--- config.mk ---
export PLATFORM = sky130hd
export DESIGN_NAME = pixel_scan_ctrl
export DESIGN_NICKNAME = d
export VERILOG_FILES = /design/src/rtl/pixel_pkg.sv /design/src/rtl/pixel_scan_counter.sv /design/src/rtl/pixel_scan_ctrl.sv
export SDC_FILE = /design/constraint.sdc
export NUM_CORES = 1
export LEC_CHECK = 0
export ABC_AREA = 1
export CAP_MARGIN = 20
export CORE_ASPECT_RATIO = 0.8
export CORE_UTILIZATION = 38
export DETAILED_ROUTE_END_ITERATION = 8
export GPL_TIMING_DRIVEN = 1
export PLACE_DENSITY_LB_ADDON = 0.05
export SLEW_MARGIN = 20
export SYNTH_ARGS = -nofsm -noshare
export SYNTH_HDL_FRONTEND = slang
export SYNTH_SLANG_ARGS = --single-unit
--- constraint.sdc ---
create_clock -name clk -period 2.11 [get_ports clk]
set_input_delay 0.211 -clock clk [delete_from_list [all_inputs] [get_ports clk]]
set_output_delay 0.211 -clock clk [all_outputs]
set_load 0.01 [all_outputs]
--- src/rtl/pixel_pkg.sv ---
// rtl/pixel_pkg.sv - shared scan state type and default geometry for the pixel mapping stage
package pixel_pkg;

    localparam int DEF_PIXEL_DATA_WIDTH  = 10;
    localparam int DEF_ENGINE_DATA_WIDTH = 25;
    localparam int DEF_SCREEN_W          = 640;
    localparam int DEF_SCREEN_H          = 480;

    typedef enum logic [1:0] {
        IDLE = 2'd0,
        SCAN = 2'd1,
        DONE = 2'd2
    } scan_state_t;

endpackage

--- src/rtl/pixel_scan_counter.sv ---
// rtl/pixel_scan_counter.sv - raster x/y counter that wraps to the origin after the last pixel
module pixel_scan_counter #(
    parameter int PW = 10,
    parameter int W  = 640,
    parameter int H  = 480
) (
    input  logic          clk,
    input  logic          reset,
    input  logic          clear_i,
    input  logic          inc_i,
    output logic [PW-1:0] x_o,
    output logic [PW-1:0] y_o,
    output logic          last_o
);

    localparam logic [PW-1:0] X_LAST = PW'(W - 1);
    localparam logic [PW-1:0] Y_LAST = PW'(H - 1);

    logic [PW-1:0] x_q, x_d;
    logic [PW-1:0] y_q, y_d;
    logic          x_at_end;

    assign x_at_end = (x_q == X_LAST);
    assign last_o   = x_at_end && (y_q == Y_LAST);
    assign x_o      = x_q;
    assign y_o      = y_q;

    always_comb begin
        x_d = x_q;
        y_d = y_q;
        if (clear_i) begin
            x_d = '0;
            y_d = '0;
        end else if (inc_i) begin
            if (x_at_end) begin
                x_d = '0;
                // Last pixel of the frame returns to the origin ready for the next frame
                y_d = last_o ? '0 : y_q + 1'b1;
            end else begin
                x_d = x_q + 1'b1;
            end
        end
    end

    always_ff @(posedge clk) begin
        if (reset) begin
            x_q <= '0;
            y_q <= '0;
        end else begin
            x_q <= x_d;
            y_q <= y_d;
        end
    end

endmodule

--- src/rtl/pixel_scan_ctrl.sv ---
// rtl/pixel_scan_ctrl.sv - frame sequencer driving the mapper enable and raster coordinates
module pixel_scan_ctrl
    import pixel_pkg::*;
#(
    parameter int PIXEL_DATA_WIDTH  = DEF_PIXEL_DATA_WIDTH,
    parameter int ENGINE_DATA_WIDTH = DEF_ENGINE_DATA_WIDTH,
    parameter int SCREEN_W          = DEF_SCREEN_W,
    parameter int SCREEN_H          = DEF_SCREEN_H
) (
    input  logic                                clk,
    input  logic                                reset,
    input  logic                                start,
    input  logic                                continuous,
    input  logic signed [ENGINE_DATA_WIDTH-1:0] x_offset_in,
    input  logic signed [ENGINE_DATA_WIDTH-1:0] y_offset_in,
    input  logic                                full_queue,
    input  logic                                distributor_ready,
    output logic                                map_en,
    output logic        [PIXEL_DATA_WIDTH-1:0]  pixel_x,
    output logic        [PIXEL_DATA_WIDTH-1:0]  pixel_y,
    output logic signed [ENGINE_DATA_WIDTH-1:0] x_offset,
    output logic signed [ENGINE_DATA_WIDTH-1:0] y_offset,
    output logic                                busy,
    output logic                                frame_done,
    output logic [15:0]                         frame_count
);

    scan_state_t state_q, state_d;

    logic signed [ENGINE_DATA_WIDTH-1:0] x_offset_q, y_offset_q;
    logic                                busy_q;
    logic                                frame_done_q;
    logic [15:0]                         frame_count_q;

    logic accept;
    logic last_pixel;
    logic start_frame;
    logic latch_offsets;
    logic frame_end;

    // The mapper qualifies its capture with exactly this term, so both stay in lockstep
    assign accept        = (state_q == SCAN) && !full_queue && !distributor_ready;
    assign frame_end     = accept && last_pixel;
    assign start_frame   = (state_q == IDLE) && start;
    assign latch_offsets = start_frame || ((state_q == DONE) && continuous);

    pixel_scan_counter #(
        .PW (PIXEL_DATA_WIDTH),
        .W  (SCREEN_W),
        .H  (SCREEN_H)
    ) u_counter (
        .clk     (clk),
        .reset   (reset),
        .clear_i (start_frame),
        .inc_i   (accept),
        .x_o     (pixel_x),
        .y_o     (pixel_y),
        .last_o  (last_pixel)
    );

    always_comb begin
        state_d = state_q;
        case (state_q)
            IDLE:    if (start) state_d = SCAN;
            SCAN:    if (frame_end) state_d = DONE;
            DONE:    state_d = continuous ? SCAN : IDLE;
            default: state_d = IDLE;
        endcase
    end

    always_ff @(posedge clk) begin
        if (reset) begin
            state_q       <= IDLE;
            x_offset_q    <= '0;
            y_offset_q    <= '0;
            busy_q        <= 1'b0;
            frame_done_q  <= 1'b0;
            frame_count_q <= '0;
        end else begin
            state_q      <= state_d;
            busy_q       <= (state_d != IDLE);
            frame_done_q <= frame_end;
            if (frame_end) begin
                frame_count_q <= frame_count_q + 16'd1;
            end
            // Offsets only move at a frame boundary so a pan/zoom never tears a frame
            if (latch_offsets) begin
                x_offset_q <= x_offset_in;
                y_offset_q <= y_offset_in;
            end
        end
    end

    assign map_en      = (state_q == SCAN);
    assign x_offset    = x_offset_q;
    assign y_offset    = y_offset_q;
    assign busy        = busy_q;
    assign frame_done  = frame_done_q;
    assign frame_count = frame_count_q;

endmodule

==> impl_metrics.py <==
metrics = {
    "die": {
        "core_area_um2": 9770,
        "start_util_pct": 39.6,
        "rows": 32,
        "die-area_um2": 10600,
        "die_h_um": 92.3,
        "io_pins": 145,
        "die_w_um": 115,
    },
    "timing": {
        "worst_slack_ps": 296,
        "fin_tns_setup_ps": 0,
        "fin_crit_ps": 1810,
        "clock.fmax_ghz": 0.551,
        "rsz0062_at_grt": "no",
        "setup_viol": 0,
        "final_max_slew_viol_count": 0,
        "relSlewSlack_pct": 64.4,
        "hold_viol_final": 0,
        "worstMarginPinSlew_ps": 535,
        "finClkSkew_ps": 4.35,
        "finalCritPeriodShare_pct": 86.0,
    },
    "clocking": {
        "ctsHoldBuffers": 0,
        "post_cts_resized": 0,
        "cts.clk_slew.worst_paths_ps": 60,
        "clk_path_buf_depth": 2,
        "cts_buffers": 9,
        "cts_tree": "yes",
        "cts.sinks": 90,
        "cts_max_level": 3,
        "cts_setup_buffers": 0,
        "clock_latency_ps": 340,
        "cts_root_buf": "clkbuf_16",
    },
    "layout": {
        "mostFrequentLayoutCells": "nor2_1, clkdlybuf4s50_1, nand2_1, dfxtp_1, o21ai_0",
        "fin_nets": 759,
        "antenna_cells": 0,
        "area_growth_pct": 48.5,
        "final_common_cell": "nor2_1",
        "drive_gt1_share_pct": 4.83,
        "fin_util_pct": 58.8,
        "finalInstanceArea_um2": 5750,
    },
    "placement": {
        "routabilityCongestion": 0.825,
        "dp_slack_ps": 198,
        "dp_hpwl_um": 7470,
        "place_area_um2": 5450,
        "port_buffers": 144,
    },
    "power_and_ir_drop": {
        "leakage_nw": 2.24,
        "clockPowerShare_pct": 41.7,
        "p_int_w": 0.00309,
        "seqPwrFrac_pct": 45.6,
        "p_comb_share_pct": 12.7,
        "p_sw_w": 0.000906,
        "ir_drop_mv": 0.432,
        "switching_share_pct": 22.7,
        "powerDensity_nw_per_um2": 696,
    },
    "route": {
        "ant_nets": 0,
        "wirelength_um": 10600,
        "drt_iter0_drc": 242,
        "post_drt_wl_per_cell_um": 12.6,
        "drt_first_pass_iters": 4,
        "drc_errors": 0,
        "viasPerCell": 4.68,
        "via_count": 3935,
    },
    "critical_path": {
        "critPathMaxStageDelay_ps": 390,
        "critPathMaxFanout": 10,
        "end_kind": "register",
        "cp.arrival_ps": 2040,
        "cp_cell_sequence": "ha_1 > nand2_2 > nor2_4 > nand4_2 > nor2_4 > inv_1 > nand2_1 > nor3_1",
        "worstPathRequired_ps": 2340,
        "path_common_cell": "nor2_4",
        "slowest_stage": "dfxtp_1",
        "critPathLaunchType": "register",
        "worstSetupPathType": "register to register",
    },
    "grt": {
        "grt_usage_pct": 21.3,
        "first_global_vias": 3793,
        "grt_max_degree": 61,
        "antenna_found_initial": 0,
        "grt_pass1_wl_um": 17900,
        "gr-total-overflow": 0,
    },
    "outcome": {
        "status": "finished clean",
    },
    "synthesis": {
        "syn_area_um2": 3870,
        "syn_nets": 617,
        "avgSynthCellArea_um2": 6.94,
        "yosys.area.top_type": "dfxtp_1",
        "ys_seq_area_share_pct": 46.6,
        "yosysWarnings": 0,
        "synth_seq_cells": 90,
        "synth_area_leaders": "dfxtp_1, nor2_1, nand2_1, o21ai_0, inv_1",
        "netlist_instances": 558,
        "ys_types": 28,
        "synth_top_area_share_pct": 46.6,
    },
    "worst_hold_path": {
        "hold_class": "input pin to register",
    },
    "job": {
        "maxCapViolations": 0,
    },
}
==> path summary, 6_finish.rpt <==
check | start | endpoint | slack, ps | depth (start not counted)
worst max register to register | u_counter.y_o[1] | u_counter.y_o[4] | 300 | 8
worst min register to register | frame_count[15] | frame_count[15] | 500 | 2
worst max-delay path | u_counter.y_o[1] | u_counter.y_o[4] | 300 | 8
worst min-delay path | y_offset_in[23] | y_offset[23] | 460 | 3
==> synth_stat cells <==
cell,instances
nor2_2,3
ha_1,3
a31oi_1,1
nand4_1,5
a21oi_1,22
buf_4,1
nor3_2,1
nand2_1,94
nor2_1,162
buf_2,5
clkinv_1,1
nor3_1,6
nand3_1,30
buf_1,1
inv_1,45
buf_6,2
a211oi_1,1
clkbuf_1,11
nor2_4,5
o21ai_0,58
nor3b_1,1
nand3b_1,1
nand3_2,1
nand2_2,3
nand4_2,1
xor2_1,3
dfxtp_1,90
inv_2,1
==> kinds of logic (layout without fill, tap and decap cells) <==
| group | count (synthesis) | after routing | synth area share (%) |
|---|---|---|---|
| DFF | 90 | 90 | 46.6 |
| adders and majority gates | 3 | 3 | 0.970 |
| xor gates and xnor gates | 3 | 3 | 0.679 |
| and+or+nand+nor | 313 | 313 | 33.9 |
| buffers and inverters | 67 | 213 | 7.14 |
| AOI/OAI and AO/OA | 82 | 82 | 10.7 |
==> worst max-delay path: cells and delay by family, from the launching register on <==
| family | cells | cell delay (ps) |
|---|---|---|
| buffers and inverters | 1 | 180 |
| DFF | 1 | 390 |
| adders and majority gates | 1 | 210 |
| and+or+nand+nor | 6 | 900 |
==> per-stage QoR <==
stage | power, W | instances | hold WS, ps
final | 0.00400 | 840 | 455
after floorplan | 0.00205 | 558 | 346
after global placement | 0.00237 | 825 | 491
after CTS | 0.00405 | 840 | 446
after detailed placement | 0.00237 | 825 | 492
after global routing | 0.00417 | 840 | 462
==> area by class of cell <==
| cell class | instances | area [um^2] |
|---|---|---|
| timing repair buffer | 151 | 1510 |
| clock inverter | 3 | 65.1 |
| clock buffer | 12 | 236 |
| tap | 136 | 170 |
| multi-input combinational | 401 | 1790 |
| inverter | 47 | 176 |
| sequential | 90 | 1800 |
| fill | 920 | 4020 |
==> sequential cells by signal (all words and copies together), names as in the netlist <==
register       cells
u_counter.x_o     10
state_q            2
u_counter.y_o     10
x_offset          25
busy               1
y_offset          25
frame_done         1
frame_count       16
==> metal layers <==
layer	vias up	track usage (%)	wire length [um]
met4	0	5.41	138
met1	1771	26.2	4730
met2	105	33.9	4740
met5	-	0	0
li1	2049	-	-
met3	10	9.52	958
==> power groups by stage <==
stage | clock network [W] | logic (W) | registers, W
6_report | 0.00167 | 0.000508 | 0.00182
3_3_place_gp | 0 | 0.000509 | 0.00186
2_1_floorplan | 0 | 0.000158 | 0.00190
5_1_grt | 0.00178 | 0.000560 | 0.00183
3_5_place_dp | 0 | 0.000511 | 0.00186
4_1_cts | 0.00171 | 0.000515 | 0.00182
Note: power is estimated with default switching activity, not from simulation.
